### src/rtl/uart_rx.sv
// uart_rx: oversampled UART receiver, 8 data bits LSB first, 1 stop bit, optional even parity.
//   i_clk        system clock, all state on rising edge
//   i_rst_n      asynchronous active-low reset (assert async, release sync)
//   i_uart_rx    asynchronous serial line, idle high
//   o_data       last good byte received
//   o_valid      one-cycle pulse, o_data holds a new good byte
//   o_busy       high while a frame is in progress (any state but IDLE)
//   o_frame_err  one-cycle pulse, stop bit sampled low
//   o_parity_err one-cycle pulse, parity mismatch (constant 0 without UART_RX_PARITY_EN)
// Define UART_RX_PARITY_EN to add one even-parity bit between data and stop.
module uart_rx #(
  parameter int CLKS_PER_BIT = 16
) (
  input  logic       i_clk,
  input  logic       i_rst_n,
  input  logic       i_uart_rx,
  output logic [7:0] o_data,
  output logic       o_valid,
  output logic       o_busy,
  output logic       o_frame_err,
  output logic       o_parity_err
);
  localparam int CW = $clog2(CLKS_PER_BIT);
  localparam logic [CW-1:0] HALF = CW'(CLKS_PER_BIT / 2 - 1);
  localparam logic [CW-1:0] LAST = CW'(CLKS_PER_BIT - 1);
`ifdef UART_RX_PARITY_EN
  typedef enum logic [2:0] {IDLE, START, DATA, PARITY, STOP, WAIT_IDLE} state_t;
`else
  typedef enum logic [2:0] {IDLE, START, DATA, STOP, WAIT_IDLE} state_t;
`endif
  state_t state_q, state_d;
  logic [1:0] sync_q, sync_d;
  logic [1:0] fill_q, fill_d;
  logic armed_q, armed_d;
  logic [CW-1:0] cnt_q, cnt_d;
  logic [2:0] bit_q, bit_d;
  logic [7:0] shift_q, shift_d;
  logic [7:0] data_q, data_d;
  logic valid_q, valid_d;
  logic ferr_q, ferr_d;
  logic rx_s;
  logic last;
`ifdef UART_RX_PARITY_EN
  logic par_bad_q, par_bad_d;
  logic perr_q, perr_d;
`endif
  assign rx_s = sync_q[1];
  assign last = cnt_q == LAST;
  always_comb begin
    state_d = state_q;
    sync_d  = {sync_q[0], i_uart_rx};
    // fill_q[1] marks that the synchronizer holds real line samples rather than reset values;
    // only then may a high rx_s arm start detection, so a line low at reset release is ignored.
    fill_d  = {fill_q[0], 1'b1};
    armed_d = armed_q | (fill_q[1] & rx_s);
    cnt_d   = (state_q == IDLE || state_q == WAIT_IDLE) ? '0 : cnt_q + 1'b1;
    bit_d   = bit_q;
    shift_d = shift_q;
    data_d  = data_q;
    valid_d = 1'b0;
    ferr_d  = 1'b0;
`ifdef UART_RX_PARITY_EN
    par_bad_d = par_bad_q;
    perr_d    = 1'b0;
`endif
    case (state_q)
      IDLE: state_d = (armed_q && !rx_s) ? START : IDLE;
      START: begin
        if (cnt_q == HALF) begin
          cnt_d   = '0;
          bit_d   = '0;
          state_d = rx_s ? IDLE : DATA;
        end
      end
      DATA: begin
        if (last) begin
          cnt_d   = '0;
          shift_d = {rx_s, shift_q[7:1]};
          bit_d   = bit_q + 1'b1;
`ifdef UART_RX_PARITY_EN
          state_d = (bit_q == 3'd7) ? PARITY : DATA;
`else
          state_d = (bit_q == 3'd7) ? STOP : DATA;
`endif
        end
      end
`ifdef UART_RX_PARITY_EN
      PARITY: begin
        if (last) begin
          cnt_d     = '0;
          par_bad_d = ^{shift_q, rx_s};
          state_d   = STOP;
        end
      end
`endif
      STOP: begin
        if (last) begin
          cnt_d   = '0;
          state_d = rx_s ? IDLE : WAIT_IDLE;
          ferr_d  = !rx_s;
`ifdef UART_RX_PARITY_EN
          perr_d  = rx_s && par_bad_q;
          valid_d = rx_s && !par_bad_q;
          data_d  = (rx_s && !par_bad_q) ? shift_q : data_q;
`else
          valid_d = rx_s;
          data_d  = rx_s ? shift_q : data_q;
`endif
        end
      end
      WAIT_IDLE: state_d = rx_s ? IDLE : WAIT_IDLE;
      default: state_d = IDLE;
    endcase
  end
  always_ff @(posedge i_clk or negedge i_rst_n) begin
    if (!i_rst_n) begin
      state_q <= IDLE;
      sync_q  <= 2'b11;
      fill_q  <= 2'b00;
      armed_q <= 1'b0;
      cnt_q   <= '0;
      bit_q   <= '0;
      shift_q <= '0;
      data_q  <= '0;
      valid_q <= 1'b0;
      ferr_q  <= 1'b0;
    end else begin
      state_q <= state_d;
      sync_q  <= sync_d;
      fill_q  <= fill_d;
      armed_q <= armed_d;
      cnt_q   <= cnt_d;
      bit_q   <= bit_d;
      shift_q <= shift_d;
      data_q  <= data_d;
      valid_q <= valid_d;
      ferr_q  <= ferr_d;
    end
  end
`ifdef UART_RX_PARITY_EN
  always_ff @(posedge i_clk or negedge i_rst_n) begin
    if (!i_rst_n) begin
      par_bad_q <= 1'b0;
      perr_q    <= 1'b0;
    end else begin
      par_bad_q <= par_bad_d;
      perr_q    <= perr_d;
    end
  end
  assign o_parity_err = perr_q;
`else
  assign o_parity_err = 1'b0;
`endif
  assign o_data      = data_q;
  assign o_valid     = valid_q;
  assign o_frame_err = ferr_q;
  assign o_busy      = state_q != IDLE;
endmodule

### config.mk
export PLATFORM = sky130hd
export DESIGN_NAME = uart_rx
export DESIGN_NICKNAME = d
export VERILOG_FILES = /design/src/rtl/uart_rx.sv
export SDC_FILE = /design/constraint.sdc
export NUM_CORES = 1
export LEC_CHECK = 0
export ABC_CLOCK_PERIOD_IN_PS = 1400
export CORE_UTILIZATION = 35
export DETAILED_ROUTE_END_ITERATION = 16
export PLACE_DENSITY = 0.52
export SETUP_SLACK_MARGIN = 0.2
export SYNTH_ARGS = -nofsm -noshare
export SYNTH_HDL_FRONTEND = slang
export SYNTH_SLANG_ARGS = --single-unit
### constraint.sdc
create_clock -name i_clk -period 1.4 [get_ports i_clk]
set_input_delay 0.28 -clock i_clk [delete_from_list [all_inputs] [get_ports i_clk]]
set_output_delay 0.28 -clock i_clk [all_outputs]
set_load 0.005 [all_outputs]
After elaboration in Yosys (flattened, before gate mapping)
Index checks and enable logic that the tools add are counted.
{"block": "classes", "n_lt_le_gt_ge": 0, "n_reduce_logical": 11, "shift": 0, "eq_ne": 10, "mux": 19, "multipliers": 0, "div_mod_pow": 0, "bitwise_logic": 2, "add_sub_neg": 2}
{"cell": "2-to-1 mux 3 bit", "count": 6}
{"cell": "case mux 3 bit (5 select lines)", "count": 1}
{"cell": "2-to-1 mux 4 bit", "count": 3}
{"cell": "AND reduction 3 bit", "count": 3}
{"cell": "case mux 4 bit (2 select lines)", "count": 1}
{"cell": "== test 3 x 2 -> 1 bit, second input constant", "count": 2}
{"cell": "== test 3 bit, second input constant", "count": 2}
{"cell": "2-to-1 mux 1 bit", "count": 6}
{"cell": "inequality test 2 bit, second input constant", "count": 3}
{"cell": "case mux 3 bit (2 select lines)", "count": 1}
{"cell": "adder 4 x 1 -> 4 bit, second input constant", "count": 1}
{"cell": "== test 4 x 3 -> 1 bit, second input constant", "count": 1}
{"cell": "== test 4 bit, second input constant", "count": 1}
{"cell": "adder 3 x 1 -> 3 bit, second input constant", "count": 1}
{"cell": "== test 3 x 1 -> 1 bit, second input constant", "count": 1}
{"cell": "logical NOT 3 bit", "count": 1}
{"cell": "nonzero test 3 bit", "count": 1}
{"cell": "2-to-1 mux 2 bit", "count": 1}
{"cell": "AND reduction 2 bit", "count": 1}
{"cell": "nonzero test 2 bit", "count": 1}
{"cell": "OR reduction 2 bit", "count": 1}
{"cell": "bitwise AND 1 bit", "count": 1}
{"cell": "logical AND 1 bit", "count": 1}
{"cell": "logical NOT 1 bit", "count": 1}
{"cell": "other kinds (2)", "count": 2}
{"block": "totals", "regBits": 33, "memories": 0, "latch_bits": 0, "in_bits": 3, "ram_bits": 0, "word_cells": 54, "rom_bits": 0, "out_inout_bits": 12}

Depth between registers and ports, before layout
Gate-level depths: netlist of run 1.
{"block": "depth", "depth_word": 5, "mapped_depth": 5, "mapped_depth_nobuf": 5}

Least setup slack after synthesis of run 1
No wires, ideal clock.
{"block": "synth_timing", "path_kind": "flip-flop to flip-flop", "start": "register cnt_q[0]", "end": "register data_q[0] (netlist: o_data[0])", "path_slack_ns": -0.118, "t_required_ns": 1.275, "arrival_time_ns": 1.393, "stages_incl_launch_ff": 6, "synth_period_minus_slack_ns": 1.518, "path_buffers": 1, "setup_ns": 0.125, "path_cell_list": "dfrtp_1 > ha_1 > buf_4 > and4b_4 > nand4_4 > mux2_2"}
{"block": "synth_via", "elab_chain_cells": 2}
{"item": "start, declared", "line_no": "35", "source": "logic [CW-1:0] cnt_q, cnt_d;"}
{"item": "start signal, assigned", "line_no": "132", "source": "cnt_q <= cnt_d;"}
{"item": "== test 4 bit", "line_no": "48", "source": "assign last = cnt_q == LAST;"}
{"item": "AND reduction 3 bit (no line)"}
{"item": "end signal, assigned", "line_no": "135", "source": "data_q <= data_d;"}
{"item": "end, declared", "line_no": "38", "source": "logic [7:0] data_q, data_d;"}
Every way passes these cells.
A chain may end at the register's enable or synchronous reset.

Final worst setup path of run 1
{"block": "layout_timing", "start": "register state_q[2]", "end": "register data_q[1] (netlist: o_data[1])"}
{"block": "layout_via", "elab_chain_cells": 2}
{"item": "start, declared", "line_no": "31", "source": "state_t state_q, state_d;"}
{"item": "start signal, assigned", "line_no": "128", "source": "state_q <= state_d;"}
{"item": "== test 3 x 2 -> 1 bit", "line_no": "66", "source": "case (state_q)"}
{"item": "AND reduction 3 bit (no line)"}
Every way passes these cells.

==> impl_metrics.json, run 1 <==
{
  "grtUsageMet1_pct": 20.0,
  "layout-drive-gt1-share_pct": 48.3,
  "die_y_um": 65.3,
  "power_per_cell_area_mw_per_mm2": 1470,
  "grt_use_met3_pct": 4.34,
  "fin_nets": 150,
  "crit_chain": "buf_6, and4b_4, nand4_4, mux2_4",
  "p_sw_mw": 0.855,
  "power_frac_comb_pct": 29.2,
  "clock_path_buffers": 2,
  "cp_data_arrival_time_ns": 1.66,
  "peakVddDrop_mv": 0.801,
  "clkTransAtPathRegs_ns": 0.07,
  "async_reset_ff_share_pct": 100,
  "fin_ws_ns": -0.0876,
  "cts_tree": "done",
  "top_usage_layer": "met2",
  "gp_congestion": 0.828,
  "grt_pass1_wl_mm": 4.82,
  "period_share_pct": 106,
  "remaining_drc_errors": 0,
  "use_met2_pct": 23.3,
  "drv_slew": 0,
  "initial_utilization_pct": 37.5,
  "cp_top_family": "simple AND/OR/NAND/NOR gates",
  "cts_buffers": 5,
  "grt_pass1_vias": 986,
  "grt_max_degree": 34,
  "drv_cap": 0,
  "yosysSeqAreaShare_pct": 59.1,
  "core_area_sq_mm": 0.00374,
  "cts_sinks": 33,
  "timing.fmax_mhz": 672,
  "final_antenna_net_count": 0,
  "status": "finished, violations left",
  "antenna_found_initial": 0,
  "n_antenna_cell": 0,
  "worstSetupPathType": "reg2reg",
  "worstHoldPathType": "reg2reg",
  "syn_area_per_cell_sq_um": 13.0,
  "wl_per_cell_um": 14.0,
  "pwr-share-clk_pct": 31.6,
  "internal-power_mw": 2.04,
  "die_w_um": 65.3,
  "end_kind": "flip-flop",
  "post-dp-hpwl_mm": 1.62,
  "synth_cell_types": 33,
  "syn-cell-area_sq_mm": 0.00140,
  "seq_power_share_pct": 39.2,
  "worst_path_largest_cell_delay_ns": 0.40,
  "synth-warning-count": 0,
  "final_core_util_pct": 52.6,
  "ys.flop_type": "dfrtp_1",
  "areaGrowthSynthToFinish_pct": 40.5,
  "synth_nets": 114,
  "finalWorstPathRequiredPeriod_ns": 1.49,
  "final_cell_mix": "dfrtp_1, mux2_2, buf_4",
  "setup_viol": 17,
  "io_pins": 15,
  "path_buf_inv": 1,
  "final_common_cell": "dfrtp_1",
  "grtUsageTotal_pct": 15.2,
  "cts_root_buffer": "clkbuf_8",
  "rsz0062_at_grt": "yes",
  "firstDrtPassIters": 4,
  "die_area_sq_mm": 0.00426,
  "power.leakage_nw": 0.897,
  "drt-total-wl_mm": 2.71,
  "skew_ns": 0.00308,
  "htree_levels": 2,
  "synth_cells": 108,
  "dr.first_iter.drc_count": 31,
  "ctsHoldBuffers": 0,
  "ys_ff_latch": 33,
  "hold_viol_final": 0,
  "rows": 22,
  "violations": "setup timing",
  "fin_setup_tns_ns": -0.934,
  "crit_slowest_cell": "dfrtp_1",
  "cp-start-kind": "flip-flop",
  "clk_latency_ns": 0.28,
  "overflow": 0,
  "vias_per_cell": 4.89,
  "io_buffers": 13,
  "crit_fanout": 5,
  "cp.required_ns": 1.57,
  "synth_edf_count": 0,
  "vias": 943,
  "switching_share_pct": 29.5
}
layer usage:
layer,up-vias,share of wire (%)
li1,453,-
met1,466,47
met2,20,48
met3,4,4.0
met4,0,1.1
met5,-,0
synth_stat cells, types with 2 or more instances:
library cell / number / area share (%)
a211oi_1: 2 / 1.1
a21oi_1: 5 / 1.8
buf_2: 3 / 1.1
buf_4: 4 / 2.1
conb_1: 2 / 0.54
dfrtp_1: 31 / 55
dfstp_2: 2 / 3.7
ha_1: 3 / 2.7
inv_1: 3 / 0.80
mux2_2: 16 / 13
nand3_1: 4 / 1.4
nor2_1: 7 / 1.9
nor3_1: 2 / 0.71
o21ai_0: 3 / 1.1
o22ai_1: 2 / 0.89
xor2_1: 2 / 1.2
final cells by class:
type | instances | area (sq um)
Clock inverter | 1 | 30.0
Sequential cell | 33 | 828
Clock buffer | 7 | 86.3
Inverter | 3 | 11.3
Timing Repair Buffer | 35 | 323
Fill cell | 342 | 1770
Multi-Input combinational cell | 66 | 632
Tap cell | 48 | 60.1
state kept, by name, summed over array words and instances, names as in the netlist:
signal	flops
o_valid	1
state_q	3
o_frame_err	1
o_data	8
bit_q	3
fill_q	2
armed_q	1
cnt_q	4
sync_q	2
shift_q	8
repair_timing:
item                       in CTS  in global routing
gates resized for setup        40                 11
setup endpoints to repair      35                 28
setup buffers                   3                  4
pin swaps                       8                  1
cloned                          1                  0
hold endpoints to repair        0                  0
worst reg2reg max path: stages, from the launching register on:
cell	delay (ns)
dfrtp_1	0.40
buf_6	0.13
and4b_4	0.37
nand4_4	0.15
mux2_4	0.33
power groups by stage:
stage	clock, mW	sequential (mW)	combinational, mW
global placement	0	1.14	0.665
global route	0.983	1.15	0.927
detailed placement	0	1.14	0.665
finish	0.916	1.13	0.845
CTS	0.939	1.14	0.751
floorplan	0	1.10	0.470
final timing paths:
kind                                             start                      to  slack [ns]  cells past startpoint
worst max register to register  state_q[2]$_DFFE_PN0P_   o_data[1]$_DFFE_PN0P_       -0.09                      4
worst min-delay path               fill_q[0]$_DFF_PN0_     fill_q[1]$_DFF_PN0_        0.35                      0
min in group asynchronous                      i_rst_n  state_q[1]$_DFFE_PN0P_        0.36                      2
worst min register to register     fill_q[0]$_DFF_PN0_     fill_q[1]$_DFF_PN0_        0.35                      0
max in group asynchronous                      i_rst_n     sync_q[1]$_DFF_PN1_        0.80                      2
worst max-delay path            state_q[2]$_DFFE_PN0P_   o_data[1]$_DFFE_PN0P_       -0.09                      4
stage by stage:
step                      worst slack [ns]  power (mW)  hold WS (ns)  cell area [sq um]  cells
final                              -0.0876        2.89         0.350               1970    193
after global routing                -0.143        3.06         0.364               1970    193
after CTS                          -0.0671        2.83         0.355               1900    189
after floorplan                    -0.0645        1.57       -0.0156               1410    108
after detailed placement            -0.101        1.80         0.340               1680    177
after global placement             -0.0926        1.80         0.343               1680    177
cells by family after synthesis:
family | synth area share, %
compound gates | 7.14
other cells | 0.535
xor+xnor | 1.87
mux | 12.8
fa+ha+maj | 2.68
simple gates | 11.9
flops | 59.1
buf+inv | 4.01
Note: power is estimated with default switching activity, not from simulation.
==> run 2: changes to the inputs <==
Settings changed: PLACE_DENSITY 0.52 to not set.
==> run 2 against run 1 <==
Against the previous run: design area increased by 6.7%; sequential share of layout area decreased by 2.7 points; critical path depth unchanged; total power increased by 8.5%; the flow still finishes with violations (setup timing); setup slack improved by 0.029 ns; worst hold slack got worse by 0.0018 ns; clock skew increased by 0.0017 ns; global-route usage increased by 0.98 points; highest routed layer unchanged.
==> impl_metrics.json, run 2 (same netlist as run 1, synthesis figures left out) <==
{
  "status": "finished, violations left",
  "violations": "setup timing",
  "final_cell_mix": "dfrtp_1, buf_4, clkdlybuf4s15_1",
  "htree_levels": 2,
  "final_common_cell": "dfrtp_1",
  "timing.fmax_mhz": 686,
  "end_kind": "flip-flop",
  "io_pins": 15,
  "vias_per_cell": 5.04,
  "cts_buffers": 5,
  "cp-start-kind": "flip-flop",
  "grt_max_degree": 34,
  "setup_viol": 9,
  "post-place-ws_ns": -0.0962,
  "clkTransAtPathRegs_ns": 0.07,
  "firstDrtPassIters": 4,
  "antenna_found_initial": 0,
  "worstHoldPathType": "in2async",
  "fin_nets": 152,
  "ctsHoldBuffers": 0,
  "post-dp-hpwl_mm": 1.69,
  "die_area_sq_mm": 0.00426,
  "final_antenna_net_count": 0,
  "skew_ns": 0.00480,
  "die_w_um": 65.3,
  "fin_ws_ns": -0.0584,
  "drv_slew": 0,
  "period_share_pct": 104,
  "cts_sinks": 33,
  "grtUsageTotal_pct": 16.2,
  "cp_data_arrival_time_ns": 1.63,
  "remaining_drc_errors": 0,
  "areaGrowthSynthToFinish_pct": 50.0,
  "finalWorstPathRequiredPeriod_ns": 1.46,
  "power_mw": 3.14,
  "layout-drive-gt1-share_pct": 53.7,
  "power.leakage_nw": 0.951,
  "cts_root_buffer": "clkbuf_8",
  "drv_cap": 0,
  "cp.required_ns": 1.57,
  "n_antenna_cell": 0,
  "gp_congestion": 0.759,
  "io_buffers": 13,
  "initial_utilization_pct": 37.5,
  "peakVddDrop_mv": 0.763,
  "die_y_um": 65.3,
  "drt-total-wl_mm": 2.88,
  "grt_pass1_wl_mm": 4.91,
  "core_area_sq_mm": 0.00374,
  "clock_path_buffers": 2,
  "rows": 22,
  "worstSetupPathType": "reg2reg",
  "vias": 982,
  "power_per_cell_area_mw_per_mm2": 1490,
  "final_core_util_pct": 56.2,
  "dr.first_iter.drc_count": 23,
  "hold_viol_final": 0,
  "grt_pass1_vias": 1017,
  "overflow": 0,
  "cts_tree": "done",
  "clk_latency_ns": 0.28,
  "wl_per_cell_um": 14.8,
  "rsz0062_at_grt": "yes",
  "crit_fanout": 5
}
==> run 2: timing repair <==
action / 4_1_cts / 5_1_grt
resized for setup: 68 / 6
endpoints found under the setup margin: 34 / 31
setup buffers: 9 / 2
hold endpoints to repair: 0 / 0
pin swaps: 16 / 11
cloned: 1 / 0
==> run 2: where the power goes <==
| part | internal [mW] | switching (mW) | leakage [nW] |
|---|---|---|---|
| combinational | 0.451 | 0.511 | 0.452 |
| clock | 0.707 | 0.335 | 0.0681 |
| sequential | 1.05 | 0.0831 | 0.430 |
==> run 2: area by class of cell <==
type	count	area, sq um
fillers	312	1640
clock buffers	5	68.8
inverters	3	11.3
multi-input cells	66	714
flip-flops and latches	33	828
repair buffers	37	355
clock inverters	3	65.1
well taps	48	60.1
==> run 2: worst paths after layout <==
check / from / end / slack (ns) / depth (start not counted)
setup / recovery: state_q[2]$_DFFE_PN0P_ / o_data[1]$_DFFE_PN0P_ / -0.06 / 4
hold / removal: i_rst_n / o_valid$_DFF_PN0_ / 0.35 / 2
setup reg to reg: state_q[2]$_DFFE_PN0P_ / o_data[1]$_DFFE_PN0P_ / -0.06 / 4
hold reg to reg: fill_q[0]$_DFF_PN0_ / fill_q[1]$_DFF_PN0_ / 0.35 / 0
max in group asynchronous: i_rst_n / sync_q[1]$_DFF_PN1_ / 0.80 / 2
min in group i_clk: fill_q[0]$_DFF_PN0_ / fill_q[1]$_DFF_PN0_ / 0.35 / 0
==> run 2: through the flow <==
stage	hold WS, ns	instances	TNS (ns)	instance area (sq um)
6_report	0.349	195	-0.400	2100
4_1_cts	0.349	193	-0.283	2060
3_3_place_gp	0.336	175	-0.493	1660
2_1_floorplan	-0.0156	108	-0.907	1410
3_5_place_dp	0.336	175	-0.872	1660
5_1_grt	0.359	195	-1.20	2100
==> run 2: worst max-delay path: stages, from the launching register on <==
cell and delay, ns:
dfrtp_1 0.39, buf_6 0.13, and4b_4 0.36, nand4_4 0.15, mux2_4 0.33
==> run 2: per-layer routing <==
layer	track usage [%]	share of wire [%]	up-vias
met5	0	0	-
met4	8.15	1.6	0
met3	5.56	3.9	7
met2	25.4	51	16
met1	19.7	44	507
li1	-	-	452
==> run 3: changes to the inputs <==
Settings changed: ABC_CLOCK_PERIOD_IN_PS 1400 to 1500, SLEW_MARGIN set to 20.
Clock period 1.4 ns to 1.5 ns, I/O delays scaled along.
==> run 3 against run 2 <==
Against the previous run: the run now ends clean; non-clock buffer count shrank 2; sequential share of layout area grew 3.6 points; largest power group unchanged; register-to-register slack gained 0.09 ns; critical endpoint is now o_busy.
==> impl_metrics.json, run 3 (same netlist as run 1, synthesis figures left out) <==
{
  "status": "complete, no violations",
  "internal-power_mw": 1.89,
  "final_antenna_net_count": 0,
  "cp-startpoint": "state_q[1]$_DFFE_PN0P_",
  "worstHoldPathType": "reg2reg",
  "n_antenna_cell": 0,
  "io_buffers": 13,
  "crit_slowest_cell": "dfrtp_1",
  "power_frac_comb_pct": 28.3,
  "clk_latency_ns": 0.28,
  "cts_sinks": 33,
  "worstSetupPathType": "reg2out",
  "timing.fmax_mhz": 683,
  "power_per_cell_area_mw_per_mm2": 1390,
  "vias_per_cell": 4.99,
  "pwr-share-clk_pct": 32.1,
  "power.leakage_nw": 0.935,
  "remaining_drc_errors": 0,
  "dr.first_iter.drc_count": 52,
  "grt_pass1_vias": 1008,
  "multi_input_area_sq_um": 594,
  "switching_share_pct": 29.6,
  "rows": 22,
  "peakVddDrop_mv": 0.677,
  "htree_levels": 2,
  "antenna_found_initial": 0,
  "final_common_cell": "dfrtp_1",
  "firstDrtPassIters": 4,
  "seq_power_share_pct": 39.7,
  "clock_path_buffers": 2,
  "final-seq-area_sq_um": 828,
  "overflow": 0,
  "die_y_um": 65.3,
  "crit_chain": "or3_1, buf_2",
  "wl_per_cell_um": 14.7,
  "initial_utilization_pct": 37.5,
  "clkTransAtPathRegs_ns": 0.07,
  "final_cell_mix": "dfrtp_1, mux2_2, buf_4",
  "end_kind": "primary output",
  "cp_data_arrival_time_ns": 1.16,
  "grtUsageTotal_pct": 15.2,
  "io_pins": 15,
  "fin_cells": 193,
  "skew_ns": 0.00409,
  "final_core_util_pct": 51.5,
  "r2r-start": "state_q[2]$_DFFE_PN0P_",
  "drv_slew": 0,
  "worst_path_largest_cell_delay_ns": 0.39,
  "cp-start-kind": "flip-flop",
  "hp-start": "sync_q[0]$_DFF_PN1_",
  "crit_fanout": 2,
  "cts_tree": "done",
  "drv_cap": 0,
  "placed_cells": 176,
  "gp_congestion": 0.852,
  "drt-total-wl_mm": 2.83,
  "placed_area_sq_mm": 0.00167,
  "layout-drive-gt1-share_pct": 44.8,
  "grt_max_degree": 34,
  "cts_root_buffer": "clkbuf_8",
  "grt_pass1_wl_mm": 4.71,
  "final_area_sq_mm": 0.00193,
  "die_area_sq_mm": 0.00426,
  "fin_nets": 150,
  "finalWorstPathRequiredPeriod_ns": 1.46,
  "p_sw_mw": 0.795,
  "nFillCells": 355,
  "core_area_sq_mm": 0.00374,
  "cts_buffers": 5,
  "hold_viol_final": 0,
  "die_w_um": 65.3,
  "post-dp-hpwl_mm": 1.69,
  "areaGrowthSynthToFinish_pct": 37.4,
  "period_share_pct": 97.6,
  "cp.required_ns": 1.20,
  "vias": 964,
  "setup_viol": 0,
  "rsz0062_at_grt": "yes"
}
run 3: layout make-up:
class | count | share of cell area (%)
Tap cell | 48 | 3.12
Timing Repair Buffer | 35 | 16.2
Sequential cell | 33 | 43.0
Clock buffer | 6 | 4.29
Multi-Input combinational cell | 66 | 30.8
Clock inverter | 2 | 1.95
Inverter | 3 | 0.584
run 3: worst paths after layout:
kind                                         end  slack (ns)  cells after the start
setup / recovery                          o_busy        0.04                      2
hold / removal               sync_q[1]$_DFF_PN1_        0.36                      0
setup reg to reg           o_data[1]$_DFFE_PN0P_        0.04                      4
hold reg to reg              sync_q[1]$_DFF_PN1_        0.36                      0
max in group asynchronous    sync_q[0]$_DFF_PN1_        0.88                      2
min in group asynchronous  o_data[2]$_DFFE_PN0P_        0.38                      2
run 3: power by group through the flow:
stage | logic (mW) | registers (mW) | clock network [mW]
after floorplan | 0.439 | 1.03 | 0
after global placement | 0.621 | 1.06 | 0
after detailed placement | 0.638 | 1.07 | 0
after CTS | 0.702 | 1.06 | 0.880
after global routing | 0.828 | 1.08 | 0.913
final | 0.759 | 1.07 | 0.861
run 3: stage by stage:
step           power, mW  setup WS, ns  TNS, ns  hold WS (ns)
2_1_floorplan       1.47        0.0355        0       0.00441
5_1_grt             2.82      -0.00877  -0.0179         0.367
6_report            2.69        0.0359        0         0.355
3_5_place_dp        1.70       -0.0189  -0.0344         0.347
3_3_place_gp        1.68       0.00140        0         0.333
4_1_cts             2.64        0.0338        0         0.357
run 3: worst max-delay path, delay by kind of cell, from the launching register on:
family	cells	cell delay [ns]
DFF	1	0.39
and+or+nand+nor	1	0.36
buffers and inverters	1	0.13
run 3: per-layer routing:
layer	share of wire (%)	track usage, %
met1	45	19.9
met2	50	22.8
met3	3.6	5.38
met4	1.1	5.98
met5	0	0
run 3: repair_timing:
item,in CTS,in global routing
resized for setup,24,12
pin swaps,4,3
hold buffers,0,0
gates cloned,1,0
endpoints found under the setup margin,34,25
buffers inserted,7,1
